--- src/rtl/brick_pkg.sv ---
// Shared constants and state encoding for the brick sprite read path.
package brick_pkg;

  localparam int DEF_SPR_W = 60;
  localparam int DEF_SPR_H = 45;
  localparam int ADDR_W    = 19;
  localparam int PIX_W     = 10;

  localparam logic [3:0] TRANSPARENT_IDX = 4'h0;

  typedef enum logic [1:0] {
    IDLE = 2'd0,
    BAND = 2'd1,
    RUN  = 2'd2
  } state_t;

endpackage

--- src/rtl/brick_addr_gen.sv ---
// Raster-tracking address generator: walks sprite rows/columns incrementally
// (no multiplier) and registers the RAM read address plus the first hit stage.
module brick_addr_gen
  import brick_pkg::*;
#(
  parameter int SPR_W = DEF_SPR_W,
  parameter int SPR_H = DEF_SPR_H
)
(
  input  logic              CLK,
  input  logic              Reset,
  input  logic [PIX_W-1:0]  DrawX,
  input  logic [PIX_W-1:0]  DrawY,
  input  logic              blank_n,
  input  logic [PIX_W-1:0]  SprX,
  input  logic [PIX_W-1:0]  SprY,
  output logic [ADDR_W-1:0] READ_ADDR,
  output logic              hit_s1
);

  localparam int ROW_W = $clog2(SPR_H);
  localparam int COL_W = $clog2(SPR_W);

  state_t              state_q, state_d, state_eff;
  logic [ROW_W-1:0]    row_q, row_d, row_eff;
  logic [COL_W-1:0]    col_q, col_d;
  logic [ADDR_W-1:0]   base_q, base_d, base_eff, addr_d;
  logic [PIX_W-1:0]    sprx_q, sprx_d;
  logic                issue;

  always_ff @(posedge CLK) begin
    if (Reset) begin
      state_q   <= IDLE;
      row_q     <= '0;
      col_q     <= '0;
      base_q    <= '0;
      sprx_q    <= '0;
      READ_ADDR <= '0;
      hit_s1    <= 1'b0;
    end else begin
      state_q <= state_d;
      row_q   <= row_d;
      col_q   <= col_d;
      base_q  <= base_d;
      sprx_q  <= sprx_d;
      hit_s1  <= issue;
      if (issue) READ_ADDR <= addr_d;
    end
  end

  // Line-start bookkeeping is resolved first so a sprite at column 0 can
  // start its run on the very pixel that advanced the row.
  always_comb begin
    state_eff = state_q;
    row_eff   = row_q;
    base_eff  = base_q;
    sprx_d    = sprx_q;
    state_d   = state_q;
    row_d     = row_q;
    base_d    = base_q;
    col_d     = col_q;
    issue     = 1'b0;
    addr_d    = base_q;
    if (blank_n) begin
      if (DrawX == '0) begin
        sprx_d = SprX;
        if (DrawY == SprY) begin
          state_eff = BAND;
          row_eff   = '0;
          base_eff  = '0;
        end else if (state_q != IDLE && row_q < ROW_W'(SPR_H - 1)) begin
          state_eff = BAND;
          row_eff   = row_q + 1'b1;
          base_eff  = base_q + ADDR_W'(SPR_W);
        end else begin
          state_eff = IDLE;
        end
      end
      state_d = state_eff;
      row_d   = row_eff;
      base_d  = base_eff;
      case (state_eff)
        BAND: begin
          if (DrawX == sprx_d) begin
            issue   = 1'b1;
            addr_d  = base_eff;
            col_d   = COL_W'(1);
            state_d = RUN;
          end
        end
        RUN: begin
          issue  = 1'b1;
          addr_d = base_eff + ADDR_W'(col_q);
          if (col_q == COL_W'(SPR_W - 1)) state_d = BAND;
          else                            col_d   = col_q + 1'b1;
        end
        default: ;
      endcase
    end
  end

endmodule

--- src/rtl/brick_sprite_reader.sv ---
// Brick sprite read side: address generator plus hit/index realignment pipeline.
// Optional BRICK_TRANSPARENT_EN makes palette index TRANSPARENT_IDX a non-hit.
module brick_sprite_reader
  import brick_pkg::*;
#(
  parameter int SPR_W = DEF_SPR_W,
  parameter int SPR_H = DEF_SPR_H
)
(
  input  logic              CLK,
  input  logic              Reset,
  input  logic [PIX_W-1:0]  DrawX,
  input  logic [PIX_W-1:0]  DrawY,
  input  logic              blank_n,
  input  logic [PIX_W-1:0]  SprX,
  input  logic [PIX_W-1:0]  SprY,
  input  logic [3:0]        ram_data,
  output logic [ADDR_W-1:0] READ_ADDR,
  output logic [3:0]        pixel_index,
  output logic              pixel_hit
);

  logic hit_s1;
  logic hit_s2;
  logic opaque;

  brick_addr_gen #(
    .SPR_W (SPR_W),
    .SPR_H (SPR_H)
  ) u_addr_gen (
    .CLK       (CLK),
    .Reset     (Reset),
    .DrawX     (DrawX),
    .DrawY     (DrawY),
    .blank_n   (blank_n),
    .SprX      (SprX),
    .SprY      (SprY),
    .READ_ADDR (READ_ADDR),
    .hit_s1    (hit_s1)
  );

`ifdef BRICK_TRANSPARENT_EN
  assign opaque = (ram_data != TRANSPARENT_IDX);
`else
  assign opaque = 1'b1;
`endif

  // hit_s2 covers the RAM's registered read so the flag meets its data.
  always_ff @(posedge CLK) begin
    if (Reset) begin
      hit_s2      <= 1'b0;
      pixel_hit   <= 1'b0;
      pixel_index <= '0;
    end else begin
      hit_s2      <= hit_s1;
      pixel_index <= ram_data;
      pixel_hit   <= hit_s2 && opaque;
    end
  end

endmodule
--- config.mk ---
export PLATFORM = sky130hd
export DESIGN_NAME = brick_sprite_reader
export DESIGN_NICKNAME = d
export VERILOG_FILES = /design/src/rtl/brick_pkg.sv /design/src/rtl/brick_addr_gen.sv /design/src/rtl/brick_sprite_reader.sv
export SDC_FILE = /design/constraint.sdc
export NUM_CORES = 1
export LEC_CHECK = 0
export BUFFER_PORTS_ARGS = -buffer_cell sky130_fd_sc_hd__buf_2
export CAP_MARGIN = 20
export CORE_MARGIN = 1.5
export CORE_UTILIZATION = 53
export DETAILED_ROUTE_END_ITERATION = 10
export PLACE_DENSITY = 0.73
export SLEW_MARGIN = 20
export SYNTH_ARGS = -nofsm -noshare
export SYNTH_HDL_FRONTEND = slang
export SYNTH_SLANG_ARGS = --single-unit
--- constraint.sdc ---
create_clock -name CLK -period 5.8 [get_ports CLK]
set_input_delay 1.16 -clock CLK [delete_from_list [all_inputs] [get_ports CLK]]
set_output_delay 1.16 -clock CLK [all_outputs]
set_load 0.02 [all_outputs]
### Word level (Yosys, flattened, before mapping)

Cells that the tools add are included.

* register bits: 69

* equal/unequal tests: 7
* add/subtract/negate cells: 4
* muxes and demuxes: 24
* reduce and logical (&&, ||, !) cells: 7
* $lt $le $gt $ge: 1

Operators with widths (count)
* 19-bit 2-to-1 mux: 6
* 19-bit one-hot mux with 2 select lines: 1
* 6-bit 2-to-1 mux: 4
* 10-bit == test: 2
* 10-bit 2-to-1 mux: 2
* 19-bit by 6-bit adder with 19-bit output: 1
* 19-bit by 6-bit adder with 19-bit output, second input constant: 1
* 6-bit by 1-bit adder with 6-bit output, second input constant: 2
* 6-bit one-hot mux with 2 select lines: 1
* 10-bit logical NOT: 1
* 2-bit 2-to-1 mux: 5
* 6-bit == test, second input constant: 1
* 6-bit less-than comparator, second input constant: 1
* 2-bit nonzero test: 3
* 2-bit one-hot mux with 2 select lines: 1
* 4-bit AND reduction: 1
* 1-bit 2-to-1 mux: 3
* 3-bit AND reduction: 1
* 2-bit by 1-bit == test with 1-bit output, second input constant: 1
* 2-bit == test, second input constant: 1
* 2-bit by 1-bit != test with 1-bit output, second input constant: 1
* 2-bit != test, second input constant: 1
* 1-bit one-hot mux with 2 select lines: 1
* 1-bit logical AND: 1

### Longest topological paths before layout

* depth after elaboration: 9
* depth in mapped cells: 18

### Cells and area by module

A second synthesis with hierarchy kept.

* cells, all modules: 568
* area, all modules: 4520.6 µm²

By module, submodules not included
* brick_addr_gen: instances 1, cells an instance 556, area each 4362.9 µm²
* brick_sprite_reader: instances 1, cells an instance 12, area each 157.7 µm²

### Worst setup path before layout

Ideal clock, no wire load.

* kind: input -> register
* from: input port DrawX[5]
* to: register u_addr_gen.READ_ADDR[16]
* setup slack: 1192 ps
* cell stages on the path: 18
* required time: 5721 ps
* arrival time: 4529 ps
* path through: or4_4 -> nor3_4 -> buf_2 -> nand4_1 -> clkbuf_1 -> and2_1 -> ha_1 -> inv_1 -> fa_1 -> nor2b_1 -> o21ai_0 -> nand2b_1 -> a31oi_1 -> nor3_2 -> nand4_1 -> nor2b_1 -> o221a_2 -> a211oi_2

* cells in the longest elaborated chain, start to end: 7

RTL lines
* start: declaration: line brick_sprite_reader.sv:12 `input logic [PIX_W-1:0] DrawX,`
* branches (longest 7 deep; another with 19-bit by 6-bit adder with 19-bit output)
* end signal: assignment: line brick_addr_gen.sv:47 `if (issue) READ_ADDR <= addr_d;`
* end: declaration: line brick_addr_gen.sv:17 `output logic [ADDR_W-1:0] READ_ADDR,`

Several ways; the timed one is not identified. The select of a mux whose other input is x is not followed.
A chain may end at the register's enable or synchronous reset.

### Worst setup path after layout

Same ends and word-level chain as after synthesis.

==> summary.txt <==
result of the run: complete, no violations
number of buffer and inverter instances along the worst setup path: 1
Area after DPL: 4856 sq um
RSZ-0062 raised after global routing: false
Register-to-Register Setup Slack: 1930 ps
CP Class: input port to register
routed wire length: 11510 um
total routing resource utilization after global routing: 27.01%
DP Wirelength: 8342 um
Synth-to-Final Area Change: 14.55%
number of unique standard cell types used by synthesis: 60
share of the yosys chip area belonging to registers: 31.01%
Critical Path Start Type: input port
library cell contributing the largest single delay on the critical path: or4b_1
Max Clock Freq: 0.2007 GHz
antenna violations before repair: 0
top library cells by usage in the layout, fill and taps aside: nor2_1, buf_2, dfxtp_1, nand2_1, a21oi_1
Total Negative Setup Slacks: 0 ps
number of port buffers: 70
die boundary height: 94.68 um
areal power density over the cells: 202.0 nW/um^2
Core Region: 8175 sq um
routability congestion estimate from global placement: 0.9514
number of synthesized flops with an enable pin: 0
TritonCTS clock tree: yes
latest clock arrival within the worst-skew pair: 350 ps
Yosys Warn Count: 0
clock transition at the registers of the reported paths: 80 ps
post-layout power: 1.031 mW
Post-Syn Nets: 634
transition time at the pin with the least slew margin: 832.6 ps
remaining antenna violation count: 0
critical path arrival: 5260 ps
DRC violation count after routing: 0
number of standard cells after synthesis: 574
number of clock sinks: 69
maximum number of pins on one net before global-route repair: 66
cell leakage power: 1.999 nW
via count: 4358
critical path data required time: 6070 ps
Core Rows: 33
number of hold buffers added after cts: 0
largest driver fanout on the critical path: 11
Crit. End Element: register
number of max-cap violations: 0
largest stage delay on the critical path: 530 ps
Boundary Pins: 71
type of the worst min-delay path: register to register
antenna diode count: 0
number of pins with negative max-slew slack in the final report: 0
number of global-route vias before repair: 3966
most common library cell in the layout ignoring fill and taps: nor2_1
Via-to-Cell Ratio: 5.881
average instance area after synthesis: 7.760 sq um
Layout fillers: 758
Core Util, Final: 62.41%
max_slew headroom: 43.98%
final setup fails: 0
effective utilization at floorplan: 54.48%
die outline area: 8963 sq um
Die Wd: 94.68 um
predominant post-synthesis flop cell: dfxtp_1
Clock Path Buffers: 2
hold violation count in the final report: 0
Async S/R FF share, synth: 0%
Top cell by count, worst path: nor2_1
cts bufs inserted: 9
final clock period utilization by the worst path: 85.93%
final cell area excluding filler cells: 5102 sq um
wire length of the first global-routing pass: 19070 um
top cell family by delay on the critical path: simple AND/OR/NAND/NOR gates
number of setup buffers added after CTS: 0
ordered cell list for the critical path: buf_2 > nor4_1 > nand3_1 > nor2_1 > nor2_1 > a211oi_1 > ha_1 > o21ai_0 > nand2b_1 > a31oi_1 > nor3_2 > nand4_1 > or4b_1 > o221a_2 > a211oi_2
post-CTS resize count: 0
Seq cells post-synth: 69
first drt pass iteration count: 5
Peak VDD IR: 120.1 uV
library cell used as clock root buffer: clkbuf_8
final period demand of the worst path: 4984 ps
Avg WL per Cell: 15.53 um
Post-Route Skew: 10.10 ps
total global routing overflow: 0
share of post-route cells with drive strength above 1: 16.98%
number of design-rule violations left by the first detailed-router iteration: 306
CTS HTree Levels: 3
Final Net Count: 691
post-synthesis instance area: 4454 sq um
[routing by layer]
layer  part of all wire (%)  up-vias  global-route usage [%]
met5                      0        -                       0
met2                     44      172                   41.85
met1                     47     2012                   37.25
met4                    1.9        0                   9.453
li1                       -     2152                       -
met3                    6.8       22                   5.233
[sequential cells by signal (all words and copies together), names as in the netlist]
signal and flops:
u_addr_gen.hit_s1 1, pixel_index 4, u_addr_gen.state_q 2, u_addr_gen.READ_ADDR 19, u_addr_gen.row_q 6, u_addr_gen.base_q 19, pixel_hit 1, u_addr_gen.col_q 6
u_addr_gen.sprx_q 10, hit_s2 1
[where the power goes]
part	switching [mW]	total, mW	internal (mW)
clock network	0.202	0.490	0.288
registers	0.000994	0.476	0.475
logic	0.0390	0.0645	0.0255
[cell type report]
class / instances / area (sq um) / share of cell area [%]
multi-input combinational: 450 / 2854 / 55.93
clock inverter: 7 / 122.6 / 2.403
inverter: 25 / 93.84 / 1.839
tap: 105 / 131.4 / 2.575
timing repair buffer: 76 / 395.4 / 7.749
clock buffer: 9 / 123.9 / 2.428
sequential: 69 / 1381 / 27.07
[worst paths after layout]
path | startpoint | endpoint | cells after the start
max reg2reg | u_addr_gen.row_q[3] | u_addr_gen.READ_ADDR[16] | 14
max | DrawX[5] | u_addr_gen.READ_ADDR[16] | 15
min | u_addr_gen.hit_s1 | hit_s2 | 1
min reg2reg | u_addr_gen.hit_s1 | hit_s2 | 1
[worst register-to-register path: stages, from the launching register on]
cell	delay, ps
dfxtp_1	350
a21o_1	230
a21o_1	260
nor2_1	290
nor2_1	70
a211oi_1	420
ha_1	270
o21ai_0	110
nand2b_1	120
a31oi_1	170
nor3_2	300
nand4_1	300
or4b_1	530
o221a_2	160
a211oi_2	200
[cells in the mapped netlist, types with 2 or more instances]
library cell,instances,area share [%]
clkbuf_1,20,1.7
or4_1,5,0.84
or3_1,4,0.56
mux2_2,4,1.0
xor2_1,22,4.3
o21a_1,4,0.67
nor3_2,2,0.45
nand2b_1,4,0.56
nand3b_1,4,0.67
nand2_1,62,5.2
inv_1,24,2.0
a211oi_1,19,3.2
and2_1,6,0.84
buf_2,7,0.79
nand4_1,13,1.8
nor4_1,8,1.1
a22oi_1,10,1.7
a311oi_1,3,0.59
and4_1,4,0.79
a32oi_1,3,0.59
or4_4,2,0.51
nor3b_1,3,0.51
o21ai_1,8,0.90
ha_1,12,3.4
buf_1,2,0.17
nand3_1,20,2.2
dfxtp_1,69,31
a21oi_1,31,3.5
a21o_1,6,1.0
a31oi_1,5,0.70
nor3_1,12,1.3
nor2_1,82,6.9
mux2_1,6,1.5
and3_1,2,0.28
a222oi_1,3,0.67
o21ai_0,10,1.1
xnor2_1,17,3.3
nor2b_1,14,2.0
o22ai_1,2,0.28
mux2i_1,20,4.5
[logic make-up after synthesis]
group / after synthesis / synth area share, %
AOI/OAI and AO/OA: 117 / 17.98
xor gates and xnor gates: 39 / 7.668
DFF: 69 / 31.01
muxes: 30 / 7.022
and+or+nand+nor: 251 / 27.58
adders and majority gates: 13 / 3.820
buffers and inverters: 55 / 4.916
[through the flow]
stage               cells  hold slack, ps  setup slack (ps)
CTS                   741           452.0             871.1
global placement      725           419.3             580.1
floorplan             574           413.8              1192
detailed placement    725           428.2             504.0
global route          741           460.8             528.5
finish                741           444.5             816.3
Note: power is estimated with default switching activity, not from simulation.
